--- src/rtl/sfx_scheduler.sv ---
// Purpose : frame-synchronous sound-effect arbiter; latches request edges, plays the
//           highest-priority pending effect and ducks background music around it.
// Latency : rise -> pending 1 clk; start outputs 1 clk after the serving frame_tick.
// Backpressure: none; requests are latched and held until served (one per bit).
//
// Ports:
//   clk, rst_n        clock, synchronous active-low reset
//   frame_tick        one-cycle pulse per video frame; qualifies all FSM updates
//   req[3:0]          event request levels, bit n requests effect n
//   bgm_en            background music enabled by game state
//   sfx_active        effect currently playing
//   sfx_id[1:0]       effect being played (holds last value when idle)
//   sfx_frame[4:0]    frames elapsed in current effect
//   sfx_start         one-cycle pulse on effect start/restart (APU envelope reset)
//   bgm_gate          music allowed: bgm_en and no effect playing or holding
//   pending[3:0]      latched, not-yet-served requests
module sfx_scheduler #(
    parameter int DUR0      = 24,
    parameter int DUR1      = 8,
    parameter int DUR2      = 16,
    parameter int DUR3      = 31,
    parameter int DUCK_HOLD = 4
) (
    input  logic       clk,
    input  logic       rst_n,
    input  logic       frame_tick,
    input  logic [3:0] req,
    input  logic       bgm_en,
    output logic       sfx_active,
    output logic [1:0] sfx_id,
    output logic [4:0] sfx_frame,
    output logic       sfx_start,
    output logic       bgm_gate,
    output logic [3:0] pending
);

    typedef enum logic [1:0] {
        IDLE = 2'd0,
        PLAY = 2'd1,
        HOLD = 2'd2
    } state_t;

    state_t     state_q, state_d;
    logic [3:0] req_q;
    logic [3:0] pending_q, pending_d;
    logic [1:0] sfx_id_q, sfx_id_d;
    logic [4:0] sfx_frame_q, sfx_frame_d;
    logic [3:0] hold_cnt_q, hold_cnt_d;
    logic       sfx_start_q, sfx_start_d;

    logic [3:0] rise;
    logic [3:0] clr;
    logic [1:0] winner;
    logic [4:0] last_frame;
    logic       start_ok;

    assign rise = req & ~req_q;

    // Fixed priority: highest set bit of the registered pending vector.
    always_comb begin
        winner = 2'd0;
        if (pending_q[3])      winner = 2'd3;
        else if (pending_q[2]) winner = 2'd2;
        else if (pending_q[1]) winner = 2'd1;
        else                   winner = 2'd0;
    end

    // Last frame index of the effect currently selected.
    always_comb begin
        case (sfx_id_q)
            2'd0:    last_frame = 5'(DUR0 - 1);
            2'd1:    last_frame = 5'(DUR1 - 1);
            2'd2:    last_frame = 5'(DUR2 - 1);
            default: last_frame = 5'(DUR3 - 1);
        endcase
    end

    // Equal priority restarts, higher priority preempts; anything wins outside PLAY.
    assign start_ok = (pending_q != 4'd0) && ((state_q != PLAY) || (winner >= sfx_id_q));

    always_comb begin
        state_d     = state_q;
        sfx_id_d    = sfx_id_q;
        sfx_frame_d = sfx_frame_q;
        hold_cnt_d  = hold_cnt_q;
        sfx_start_d = 1'b0;
        clr         = 4'd0;
        if (frame_tick) begin
            if (start_ok) begin
                state_d     = PLAY;
                sfx_id_d    = winner;
                sfx_frame_d = 5'd0;
                sfx_start_d = 1'b1;
                clr[winner] = 1'b1;
            end else begin
                case (state_q)
                    PLAY: begin
                        if (sfx_frame_q == last_frame) begin
                            // Frame index freezes at its last value after the effect ends.
                            if (DUCK_HOLD == 0) begin
                                state_d = IDLE;
                            end else begin
                                state_d    = HOLD;
                                hold_cnt_d = 4'(DUCK_HOLD);
                            end
                        end else begin
                            sfx_frame_d = sfx_frame_q + 5'd1;
                        end
                    end
                    HOLD: begin
                        if (hold_cnt_q == 4'd1) state_d    = IDLE;
                        else                    hold_cnt_d = hold_cnt_q - 4'd1;
                    end
                    default: ;
                endcase
            end
        end
        // A new rise on a bit being cleared this cycle keeps the bit set.
        pending_d = (pending_q & ~clr) | rise;
    end

    always_ff @(posedge clk) begin
        if (!rst_n) begin
            state_q     <= IDLE;
            req_q       <= 4'd0;
            pending_q   <= 4'd0;
            sfx_id_q    <= 2'd0;
            sfx_frame_q <= 5'd0;
            hold_cnt_q  <= 4'd0;
            sfx_start_q <= 1'b0;
        end else begin
            state_q     <= state_d;
            req_q       <= req;
            pending_q   <= pending_d;
            sfx_id_q    <= sfx_id_d;
            sfx_frame_q <= sfx_frame_d;
            hold_cnt_q  <= hold_cnt_d;
            sfx_start_q <= sfx_start_d;
        end
    end

    assign sfx_active = (state_q == PLAY);
    assign sfx_id     = sfx_id_q;
    assign sfx_frame  = sfx_frame_q;
    assign sfx_start  = sfx_start_q;
    assign bgm_gate   = bgm_en && (state_q == IDLE);
    assign pending    = pending_q;

endmodule
--- config.mk ---
export PLATFORM = sky130hd
export DESIGN_NAME = sfx_scheduler
export DESIGN_NICKNAME = d
export VERILOG_FILES = /design/src/rtl/sfx_scheduler.sv
export SDC_FILE = /design/constraint.sdc
export NUM_CORES = 1
export LEC_CHECK = 0
export ABC_CLOCK_PERIOD_IN_PS = 2000
export CORE_MARGIN = 2
export CORE_UTILIZATION = 45
export DETAILED_ROUTE_END_ITERATION = 10
export PLACE_DENSITY_LB_ADDON = 0.2
export SYNTH_ARGS = -nofsm -noshare
export SYNTH_HDL_FRONTEND = slang
export SYNTH_SLANG_ARGS = --single-unit
--- constraint.sdc ---
create_clock -name clk -period 2 [get_ports clk]
set_clock_uncertainty 0.05 [all_clocks]
set_input_delay 0.5 -clock clk [delete_from_list [all_inputs] [get_ports clk]]
set_output_delay 0.5 -clock clk [all_outputs]
set_load 0.005 [all_outputs]
==> key figures <==
Drt
  • DRT Pass-1 Iters: 4
  • DR vias/cell: 5.510
  • Post-Route WL: 2886 µm
  • Vias post-DR: 1113
  • DRC viols: 0
  • WL/cell: 14.29 µm
  • Antenna-violating nets left: 0
  • Starting DRT DRC Count: 30

Worst setup path
  • Critical Path Start: pending[2]
  • Worst reg-to-reg setup slack: -0.18 ns
  • Worst setup SP type: flop
  • R2R depth: 5
  • Worst EP required: 2.20 ns
  • CP Class: reg2reg
  • CP Max Fanout: 5
  • CP endpoint: hold_cnt_q[0]
  • Slowest CP cell: or4_4
  • CP Capture Type: flop
  • FF-to-FF Start: pending[2]
  • Arrival time worst endpoint: 2.38 ns
  • Largest stage delay, worst path: 0.55 ns
  • CP Cell Sequence: buf_4, or4_4, a221o_1, or4_1, a21oi_1
  • Worst R2R End: hold_cnt_q[0]

Power and ir drop
  • Total Power: 1.222 mW
  • PwrDens: 727.4 nW/µm²
  • Peak VDD IR: 0.0005902 V
  • LEAKAGE: 0.6607 nW

Global route
  • Overall Global Routing Usage: 20.93%
  • Largest net degree at the start of global routing: 14
  • Initial antenna violation count: 0
  • Vias in the first global route: 1008
  • First-pass GRT wire length: 4388 µm
  • Grt total ovfl: 0

Final layout
  • Final instance area: 1680 µm²
  • Area Growth Syn to Fin: 50.06%
  • Layout cells sized above 1: 31.40%
  • Final Net Count: 188
  • FILL cells: 196
  • N_diodes: 0
  • Util after Layout: 69.73%

Clocking
  • TritonCTS clock tree: done
  • Clock latency on the worst-skew pair: 0.31 ns
  • Num CTS Buffers: 3
  • Post-CTS Hold Fix Bufs: 0
  • Clock sink count: 22
  • Clock transition at the registers of the reported paths: 0.13 ns
  • Clock Path Buffers: 2
  • Clock H-tree levels: 1
  • Root Buffer: clkbuf_4

Floorplanning
  • Die area: 2904 µm²
  • Initial Util: 46.47%
  • CORE AREA: 2410 µm²
  • Height of the die: 53.89 µm
  • I/O pin count: 22
  • Row count: 18
  • Die X: 53.89 µm

STA
  • Final worst setup slack: -0.1789 ns
  • Tcrit/Tclk final: 108.9%
  • Final Critical Period: 2.179 ns
  • Unrepaired setup endpoints after global routing: yes
  • Final hold vios: 0
  • Rel. slew slack: 69.14%
  • Fin. max-slew vios: 0
  • Pin slew with the least headroom to its limit: 0.4590 ns
  • Final hold slack: 0.3956 ns
  • Final setup vio count: 10
  • Setup tns final: -0.7687 ns
  • Max frequency: 458.9 MHz

Run status
  • Status: finished with violations
  • Failing checks: negative setup slack

Min path
  • Hold crit path type: reg2reg
  • Hold_sp: req_q[0]
  • Hold depth: 1

Yosys
  • Register bit total from synthesis: 22
  • Leading area contributor after synthesis: dfxtp_1
  • Post-synth ARST share: 0%
  • EDFF count, synth: 0
  • Synth Cell Area: 1120 µm²
  • Avg Inst Size Synth: 8.484 µm²
  • Netlist cell types: 38
  • Synth top area share: 39.33%
  • Synth Warn #: 0
  • Area contributors post-synth: dfxtp_1 (39%), ha_1 (7.8%), a21oi_1 (4.9%)
  • Syn nets: 147
  • Mapped Cells: 132
  • Register area share after synthesis: 39.33%
  • Ys flop type: dfxtp_1

Placement
  • IO buf count: 21
  • Dpl cell area: 1479 µm²
  • DP Wirelength: 1893 µm
  • Placer congestion estimate: 0.7470

Flow run
  • Max cap viols: 0
==> Yosys cell counts (all sizes together) (5+ instances only) <==
| cell | n |
|---|---|
| dfxtp | 22 |
| inv | 11 |
| or3 | 5 |
| ha | 7 |
| nor2 | 5 |
| nand2 | 10 |
| o21ai | 8 |
| nor3 | 5 |
| a21oi | 11 |
==> worst min path at each step <==
stage	endpoint
after floorplan	pending[0]
after global placement	pending[0]
after detailed placement	pending[0]
after CTS	pending[0]
after global routing	pending[0]
final	pending[0]
==> what timing repair did <==
action / in CTS / in global routing
setup buffers: 3 / 0
pin swaps: 16 / 4
endpoints found under the setup margin: 13 / 17
resized for setup: 18 / 18
==> report_power, final <==
group	leakage, nW	internal (mW)	switching, mW	total, mW
sequential	0.183	0.470	0.0288	0.498
combinational	0.450	0.202	0.171	0.374
clock	0.0279	0.203	0.147	0.350
==> layer usage <==
| layer | GRT usage (%) | share of wire (%) | wire (µm) |
|---|---|---|---|
| met1 | 25.60 | 47 | 1351 |
| met2 | 37.20 | 50 | 1439 |
| met3 | 2.500 | 2.7 | 79 |
| met4 | 7.692 | 0.52 | 15 |
| met5 | 0 | 0 | 0 |
==> cell families after synthesis <==
logic type / after synthesis / share of synthesized area [%]
AOI/OAI and AO/OA: 35 / 20.11
xor gates and xnor gates: 2 / 1.565
adders and majority gates: 7 / 7.821
buffers and inverters: 14 / 4.804
DFF: 22 / 39.33
muxes: 1 / 0.8939
and+or+nand+nor: 51 / 25.48
==> final cells by class <==
type | instances | area, µm² | share of cell area [%]
Sequential cell | 22 | 450.4 | 26.81
Clock buffer | 3 | 22.52 | 1.340
Clock inverter | 1 | 30.03 | 1.787
Inverter | 11 | 41.29 | 2.457
Timing Repair Buffer | 39 | 350.3 | 20.85
Tap cell | 30 | 37.54 | 2.234
Multi-Input combinational cell | 96 | 748.2 | 44.53
==> registers in the layout (all words and copies together), names as in the netlist <==
signal	count
sfx_frame	5
sfx_id	2
state_q	2
pending	4
req_q	4
sfx_start	1
hold_cnt_q	4
==> per-stage QoR <==
stage	cells	setup WS, ns
after floorplan	132	-0.1203
after global placement	195	-0.1849
after detailed placement	195	-0.1835
after CTS	202	-0.1436
after global routing	202	-0.2573
final	202	-0.1789
==> critical path, delay by kind of cell (launching register included) <==
kind,cells,cell delay [ns]
AO/OA/AOI/OAI,2,0.59
buffers and inverters,1,0.13
flip-flops,1,0.36
AND/OR/NAND/NOR,2,0.98
==> layout by cell type (no fill, tap or decap), types with 3 or more instances in the layout <==
cell             netlist  final
dfxtp_1               22     16
o21ai_1                0      4
and2_1                 3      3
or4_1                  3      3
o22ai_1                3      3
a21oi_1               11      6
or3_1                  5      4
ha_1                   7      4
nand2_1               10      7
nor3_1                 5      3
nor2_1                 5      5
o21ai_0                8      4
dfxtp_2                0      5
clkdlybuf4s50_1        0     19
a21oi_2                0      5
nand2b_1               3      3
buf_4                  0     17
inv_1                 11      9
nand3_1                4      4
a211oi_1               3      3
clkbuf_4               0      3
(Power assumes the default switching activity.)
